--- config.mk ---
export PLATFORM = sky130hd
export DESIGN_NAME = div_mersenne_stream_flat
export DESIGN_NICKNAME = d
export VERILOG_FILES = /design/src/rtl/div_mersenne_stream_if.sv /design/src/rtl/div_mersenne_stream.sv /design/src/flat_wrapper.sv
export SDC_FILE = /design/constraint.sdc
export NUM_CORES = 1
export LEC_CHECK = 0
export ABC_AREA = 1
export CAP_MARGIN = 10
export CORE_MARGIN = 3
export CORE_UTILIZATION = 40
export DETAILED_ROUTE_END_ITERATION = 10
export DONT_BUFFER_PORTS = 1
export GPL_ROUTABILITY_DRIVEN = 0
export SYNTH_ARGS = -nofsm -noshare
export SYNTH_HDL_FRONTEND = slang
export SYNTH_SLANG_ARGS = --single-unit
--- constraint.sdc ---
create_clock -name clk -period 9.9 [get_ports clk]
set_input_delay 1.98 -clock clk [delete_from_list [all_inputs] [get_ports clk]]
set_output_delay 1.98 -clock clk [all_outputs]
set_load 0.05 [all_outputs]
--- src/rtl/div_mersenne_stream_if.sv ---
// Beat-level stream interface for div_mersenne_stream: dividend beats in, result beats out.
// master drives operands and accepts results; slave is the divider.
interface div_mersenne_stream_if #(
  parameter int unsigned W = 16
) ();
  logic         in_valid;
  logic         in_ready;
  logic [W-1:0] in_data;
  logic         out_valid;
  logic         out_ready;
  logic [W-1:0] out_data;
  logic         out_last;

  modport master (
    output in_valid, in_data, out_ready,
    input  in_ready, out_valid, out_data, out_last
  );

  modport slave (
    input  in_valid, in_data, out_ready,
    output in_ready, out_valid, out_data, out_last
  );
endinterface

--- src/rtl/div_mersenne_stream.sv ---
// Streaming divider Q = floor(X / (2^K - 1)) via shift-add estimate plus exact correction.
// Define DIVM_REM_OUT_EN to also stream out the N-bit remainder after the quotient.
module div_mersenne_stream #(
  parameter int unsigned N = 32,
  parameter int unsigned W = 16,
  parameter int unsigned K = 8
) (
  input  logic                 clk,
  input  logic                 rst,
  div_mersenne_stream_if.slave io,
  output logic                 busy
);
  localparam int unsigned B     = N / W;
  localparam int unsigned ITERS = (N + K - 1) / K;
  localparam int unsigned ILAST = (ITERS > 1) ? ITERS - 2 : 0;
  localparam int unsigned RW    = N + K + 2;
`ifdef DIVM_REM_OUT_EN
  localparam int unsigned NB    = 2 * B;
`else
  localparam int unsigned NB    = B;
`endif
  localparam int unsigned OLAST = (NB > 1) ? NB - 2 : 0;
  localparam int unsigned OW    = NB * W;
  localparam int unsigned CW    = $clog2(NB + 1);
  localparam int unsigned IW    = $clog2(ITERS + 1);
  localparam logic [RW-1:0] DV  = {{(RW - K){1'b0}}, {K{1'b1}}};

  localparam logic [2:0] StLoad = 3'd0;
  localparam logic [2:0] StIter = 3'd1;
  localparam logic [2:0] StQest = 3'd2;
  localparam logic [2:0] StCorr = 3'd3;
  localparam logic [2:0] StSend = 3'd4;

  logic [2:0]    state_q;
  logic [CW-1:0] in_cnt_q;
  logic [CW-1:0] out_cnt_q;
  logic [IW-1:0] iter_cnt_q;
  logic [N-1:0]  x_q;
  logic [N:0]    x1_q;
  logic [N:0]    t_q;
  logic [N-1:0]  q_q;
  logic [RW-1:0] r_q;  // two's complement, sign in MSB
  logic [OW-1:0] out_sh_q;
  logic          out_last_q;

  logic [N-1:0]  x_next;
  logic [N:0]    x1_next;
  logic [N-1:0]  q_est;
  logic [RW-1:0] r_est;
  logic [OW-1:0] out_load;
  logic          in_fire;
  logic          out_fire;

  always_comb begin
    x_next  = (x_q << W) | N'(io.in_data);
    x1_next = {1'b0, x_next} + (N + 1)'(1);
    q_est   = N'(t_q >> K);
    r_est   = RW'(x_q) - (RW'(q_est) << K) + RW'(q_est);
`ifdef DIVM_REM_OUT_EN
    out_load = {q_q, r_q[N-1:0]};
`else
    out_load = q_q;
`endif
    in_fire  = io.in_valid && (state_q == StLoad);
    out_fire = io.out_ready && (state_q == StSend);
  end

  always_ff @(posedge clk) begin
    if (rst) begin
      state_q    <= StLoad;
      in_cnt_q   <= '0;
      out_cnt_q  <= '0;
      iter_cnt_q <= '0;
      out_sh_q   <= '0;
      out_last_q <= 1'b0;
    end else begin
      unique case (state_q)
        StLoad: begin
          if (in_fire) begin
            x_q <= x_next;
            if (in_cnt_q == CW'(B - 1)) begin
              in_cnt_q   <= '0;
              x1_q       <= x1_next;
              t_q        <= x1_next;
              iter_cnt_q <= '0;
              state_q    <= (ITERS > 1) ? StIter : StQest;
            end else begin
              in_cnt_q <= in_cnt_q + CW'(1);
            end
          end
        end
        StIter: begin
          // t converges to X1 * 2^K / D; its top N bits estimate the quotient
          t_q        <= (t_q >> K) + x1_q;
          iter_cnt_q <= iter_cnt_q + IW'(1);
          if (iter_cnt_q == IW'(ILAST)) state_q <= StQest;
        end
        StQest: begin
          q_q     <= q_est;
          r_q     <= r_est;
          state_q <= StCorr;
        end
        StCorr: begin
          if (r_q[RW-1]) begin
            q_q <= q_q - N'(1);
            r_q <= r_q + DV;
          end else if (r_q >= DV) begin
            q_q <= q_q + N'(1);
            r_q <= r_q - DV;
          end else begin
            out_sh_q   <= out_load;
            out_cnt_q  <= '0;
            out_last_q <= (NB == 1);
            state_q    <= StSend;
          end
        end
        StSend: begin
          if (out_fire) begin
            if (out_last_q) begin
              out_last_q <= 1'b0;
              state_q    <= StLoad;
            end else begin
              out_sh_q   <= out_sh_q << W;
              out_cnt_q  <= out_cnt_q + CW'(1);
              out_last_q <= (out_cnt_q == CW'(OLAST));
            end
          end
        end
        default: state_q <= StLoad;
      endcase
    end
  end

  assign io.in_ready  = (state_q == StLoad);
  assign io.out_valid = (state_q == StSend);
  assign io.out_data  = out_sh_q[OW-1 -: W];
  assign io.out_last  = out_last_q;
  assign busy         = (state_q != StLoad);
endmodule

--- src/flat_wrapper.sv ---
// flat-port wrapper written by rule: the top's interface ports become plain ports
module div_mersenne_stream_flat 
#(
  parameter int unsigned N = 32,
  parameter int unsigned W = 16,
  parameter int unsigned K = 8
)
  (clk, rst, busy, io_in_valid, io_in_data, io_out_ready, io_in_ready, io_out_valid, io_out_data, io_out_last);
  div_mersenne_stream_if #(.W(W)) io_i ();
  input  logic clk;
  input  logic rst;
  output logic busy;
  input wire logic [$bits(io_i.in_valid)-1:0] io_in_valid;
  input wire logic [$bits(io_i.in_data)-1:0] io_in_data;
  input wire logic [$bits(io_i.out_ready)-1:0] io_out_ready;
  output wire logic [$bits(io_i.in_ready)-1:0] io_in_ready;
  output wire logic [$bits(io_i.out_valid)-1:0] io_out_valid;
  output wire logic [$bits(io_i.out_data)-1:0] io_out_data;
  output wire logic [$bits(io_i.out_last)-1:0] io_out_last;
  assign io_i.in_valid = io_in_valid;
  assign io_i.in_data = io_in_data;
  assign io_i.out_ready = io_out_ready;
  assign io_in_ready = io_i.in_ready;
  assign io_out_valid = io_i.out_valid;
  assign io_out_data = io_i.out_data;
  assign io_out_last = io_i.out_last;
  div_mersenne_stream #(.N(N), .W(W), .K(K)) u_core (.clk(clk), .rst(rst), .io(io_i), .busy(busy));
endmodule
==> impl_summary.txt <==
----------------------------------------------------
[Status]
  Result of the run ... finished clean

[Hold path]
  Worst hold-check path type ... flip-flop to flip-flop
  End of the worst hold path ... u_core.out_sh_q[3]
  Hold Path Depth ... 2
  Startpoint of the worst hold path ... u_core.out_sh_q[3]

[Synth]
  Warning count from the yosys run ... 0
  Proportion of register bits with asynchronous set or reset after synthesis ... 0
  Yosys reg bits ... around 210
  Average cell area after synthesis ... around 7 µm²
  Share of the synthesized area in the top cell type ... 0.2841
  Dominant cells by area after synthesis ... edfxtp_1 28%, nand2_1 13%, ha_1 7.9%
  Leading register cell type out of synthesis ... edfxtp_1
  Number of enable-type register cells in the synthesized netlist ... 164
  Count of distinct cell types in the synthesized netlist ... 60
  Post-Synthesis Cells ... between 2000 and 2500
  Synth Net Count ... around 2500
  Netlist Area Pre-Place ... 0.01733 mm²
  Library cell with the largest summed area after synthesis ... edfxtp_1
  Sequential share of the synthesized area ... 0.3338

[STA]
  Hold violation total from the final report ... 0
  Max Slew Vio Count ... 0
  Part of the cycle the worst path needs ... 0.4231
  Shortest period the worst path allows ... between 4 and 5 ns
  Setup violation total in the final timing report ... 0
  Total negative slack ... 0 ns
  Fin Hold WS ... 0.4566 ns
  Fmax ... ~240 MHz
  Worst clock skew ... ~0.025 ns
  Relative slew slack ... 0.3082
  Unrepaired setup endpoints after global routing ... no
  Slew @ Worst Pin ... a little over 1 ns

[Route]
  Routed vias/inst ... around 5.5
  Routed wire length per instance ... ~18 µm
  Detailed-route wire length ... 52850 µm
  Number of DRC markers after the initial detailed-route iteration ... 1519
  Detailed-routing iteration count for the pre-antenna-repair pass ... 8
  Residual DRC count ... 0
  Antenna viol nets, final ... 0
  Via count ... between 15000 and 20000

[GRT]
  Via count of the first global-routing pass ... between 15000 and 20000
  Overflow left after global routing ... 0
  Initial antenna violation count ... 0
  Largest net degree at the start of global routing ... 73
  Global-route usage over all layers ... 0.2215
  Global-route wire length before repair ... roughly 82000 µm

[Clock tree]
  Cell at the root of the clock tree ... clkbuf_16
  Clock slew at the register clock pins of the worst setup and hold paths ... ~0.060 ns
  Number of hold buffers added after cts ... 0
  Post CTS Setup Buffer Count ... 0
  TritonCTS clock tree ... yes
  Total clock sinks ... 207
  H-tree levels ... 1
  Post_cts resized ... 0
  Clock tree buffer depth ... 3
  Clk_lat worst skew ... about 0.56 ns
  TritonCTS Buffers ... 26

[Place]
  Port bufs ... 0
  HPWL reported at the end of detailed placement ... about 41000 µm

[Critical path]
  Arrival time reported for the critical path endpoint ... 4.44 ns
  Reg2Reg Setup Slack ... roughly 5.7 ns
  Data required, critical path ... approximately 10 ns
  Type of destination of the critical path ... flip-flop
  Start-to-end type of the worst setup path ... flip-flop to flip-flop
  Maximum fanout encountered on the critical timing path ... 5
  Worst R2R End ... u_core.r_q[41]
  FF-to-FF path depth ... 20
  Reg2Reg Launch Point ... u_core.t_q[13]
  Type of origin of the critical path ... flip-flop

[Floorplanning]
  Die outline area ... 0.04586 mm²
  Row count ... 75
  Boundary Pins ... 40
  Core box area ... about 0.042 mm²
  Starting density of the core ... 0.4086
  Chip Width ... ~210 µm
  DIE HEIGHT ... ~210 µm

[Final layout]
  Proportion of layout cells with a drive suffix above 1 ... 0.05388
  Relative area change from synthesis to final layout ... 7.422%
  Utilization after layout ... 0.4389
  Post-layout net count ... roughly 2500
  Total inserted antenna cells ... 0

[Run]
  Maxcap violations ... 0

[Power]
  IR drop worst, VDD ... between 0.1 and 0.15 mV
  Leak ... just under 8 nW
  Power per standard cell area ... around 260 mW/mm²

----------------------------------------------------
==> state kept, by name, indices dropped and copies added, names as in the netlist, 2 cells and up <==
register,count
u_core.out_load,32
u_core.state_q,3
u_core.out_cnt_q,2
u_core.x1_q,33
u_core.out_sh_q,32
u_core.r_q,42
u_core.t_q,25
u_core.x_q,32
u_core.iter_cnt_q,3
u_core.in_cnt_q,2
==> logic make-up (layout without fill, tap and decap cells) <==
| group | Yosys count | count (layout) | share of synthesized area |
|---|---|---|---|
| buffers and inverters | 334 | 323 | 0.07782 |
| flip-flops | 207 | 207 | 0.3338 |
| adder cells (fa/ha/maj) | 113 | 113 | 0.08288 |
| XOR/XNOR | 119 | 119 | 0.06014 |
| AND/OR/NAND/NOR | 1145 | 1145 | 0.2923 |
| AO/OA/AOI/OAI | 487 | 487 | 0.1530 |
==> worst max-delay path by stage <==
stage / cells after the start / to / from / slack [ns]
after global placement: 20 / u_core.r_q[41] / u_core.t_q[13] / 5.79
final: 20 / u_core.r_q[41] / u_core.t_q[13] / 5.71
after CTS: 4 / io_out_valid / u_core.state_q[1] / 5.77
after detailed placement: 20 / u_core.r_q[41] / u_core.t_q[13] / 5.81
after global routing: 20 / u_core.r_q[41] / u_core.t_q[13] / 5.42
after floorplan: 2 / u_core.x1_q[0] / rst / 4.00
==> critical path, cell delays in order (launching register included) <==
cell and delay (ns):
edfxtp_1 0.60, inv_1 0.10, ha_1 0.36, nand2_1 0.14, nor2_1 0.26, nand3_1 0.12
nand3_1 0.18, a31oi_1 0.13, xnor2_1 0.17, ha_1 0.38, nand2_1 0.11, nor2_1 0.18
nand2_1 0.07, nor2_1 0.10, nand2_1 0.06, nand3_1 0.13, nand4_1 0.11, nand2_1 0.14
nand4_1 0.09, nand2_1 0.26, nand2_1 0.20
==> power breakdown <==
part           switching (mW)  internal, mW  leakage (nW)
clock                   0.380         0.536         0.411
sequential              0.263          1.20          1.85
combinational            1.68         0.829          5.46
total                    2.32          2.56          7.72
==> routing by layer <==
layer,vias to the layer above,track usage,routed length [µm]
li1,8105,-,-
met1,7451,0.3157,24260
met3,93,0.03117,3637
met2,619,0.3531,23460
met4,0,0.06032,1492
met5,-,0,0
==> through the flow <==
stage	instance area (µm²)	total power, mW	cells	setup slack (ns)
2_1_floorplan	17330	3.302	2405	3.996
3_3_place_gp	17790	3.902	2923	5.794
5_1_grt	18620	5.258	2971	5.416
4_1_cts	18620	4.854	2971	5.773
3_5_place_dp	17790	3.921	2923	5.808
6_report	18620	4.884	2971	5.711
==> placed cells by master, fill, tap and decap left out, drive strengths merged, types with 9 or more instances in the layout <==
master  synthesis  routed
a21oi         191     191
nor4           25      25
a31oi          31      31
o21ai         202     202
nand3b         10      10
nand3         130     130
edfxtp        164     164
o211ai          9       9
dfxtp          43      43
nand2         620     620
nor2          246     246
xnor2          41      41
clkinv          4      14
buf            36      10
nor3           54      54
xor2           78      78
ha            110     110
or2            14      14
nand4          43      43
a21o           12      12
clkbuf         33      36
o21a            9       9
inv           261     263
==> layout make-up <==
class | instances | area (µm²)
clock buffers | 36 | 760.7
clock inverters | 12 | 66.31
fillers | 4400 | 23800
inverters | 265 | 996.0
multi-input cells | 1864 | 10210
flip-flops and latches | 207 | 5786
well taps | 577 | 721.9
repair buffers | 10 | 75.07
==> synthesized netlist by cell type (12+ instances only) <==
library cell and number:
buf_2 14, clkbuf_1 32, nor2_1 227, o21ai_0 161, edfxtp_1 164, ha_1 110, nand4_1 38, nor4_1 24
or2_2 12, xor2_1 78, buf_4 16, inv_1 252, xnor2_1 41, a21oi_1 191, nor3_1 48, dfxtp_1 43
nand3_1 122, a31oi_1 31, o21ai_1 41, a21o_1 12, nand2_1 610
(Power assumes the default switching activity.)
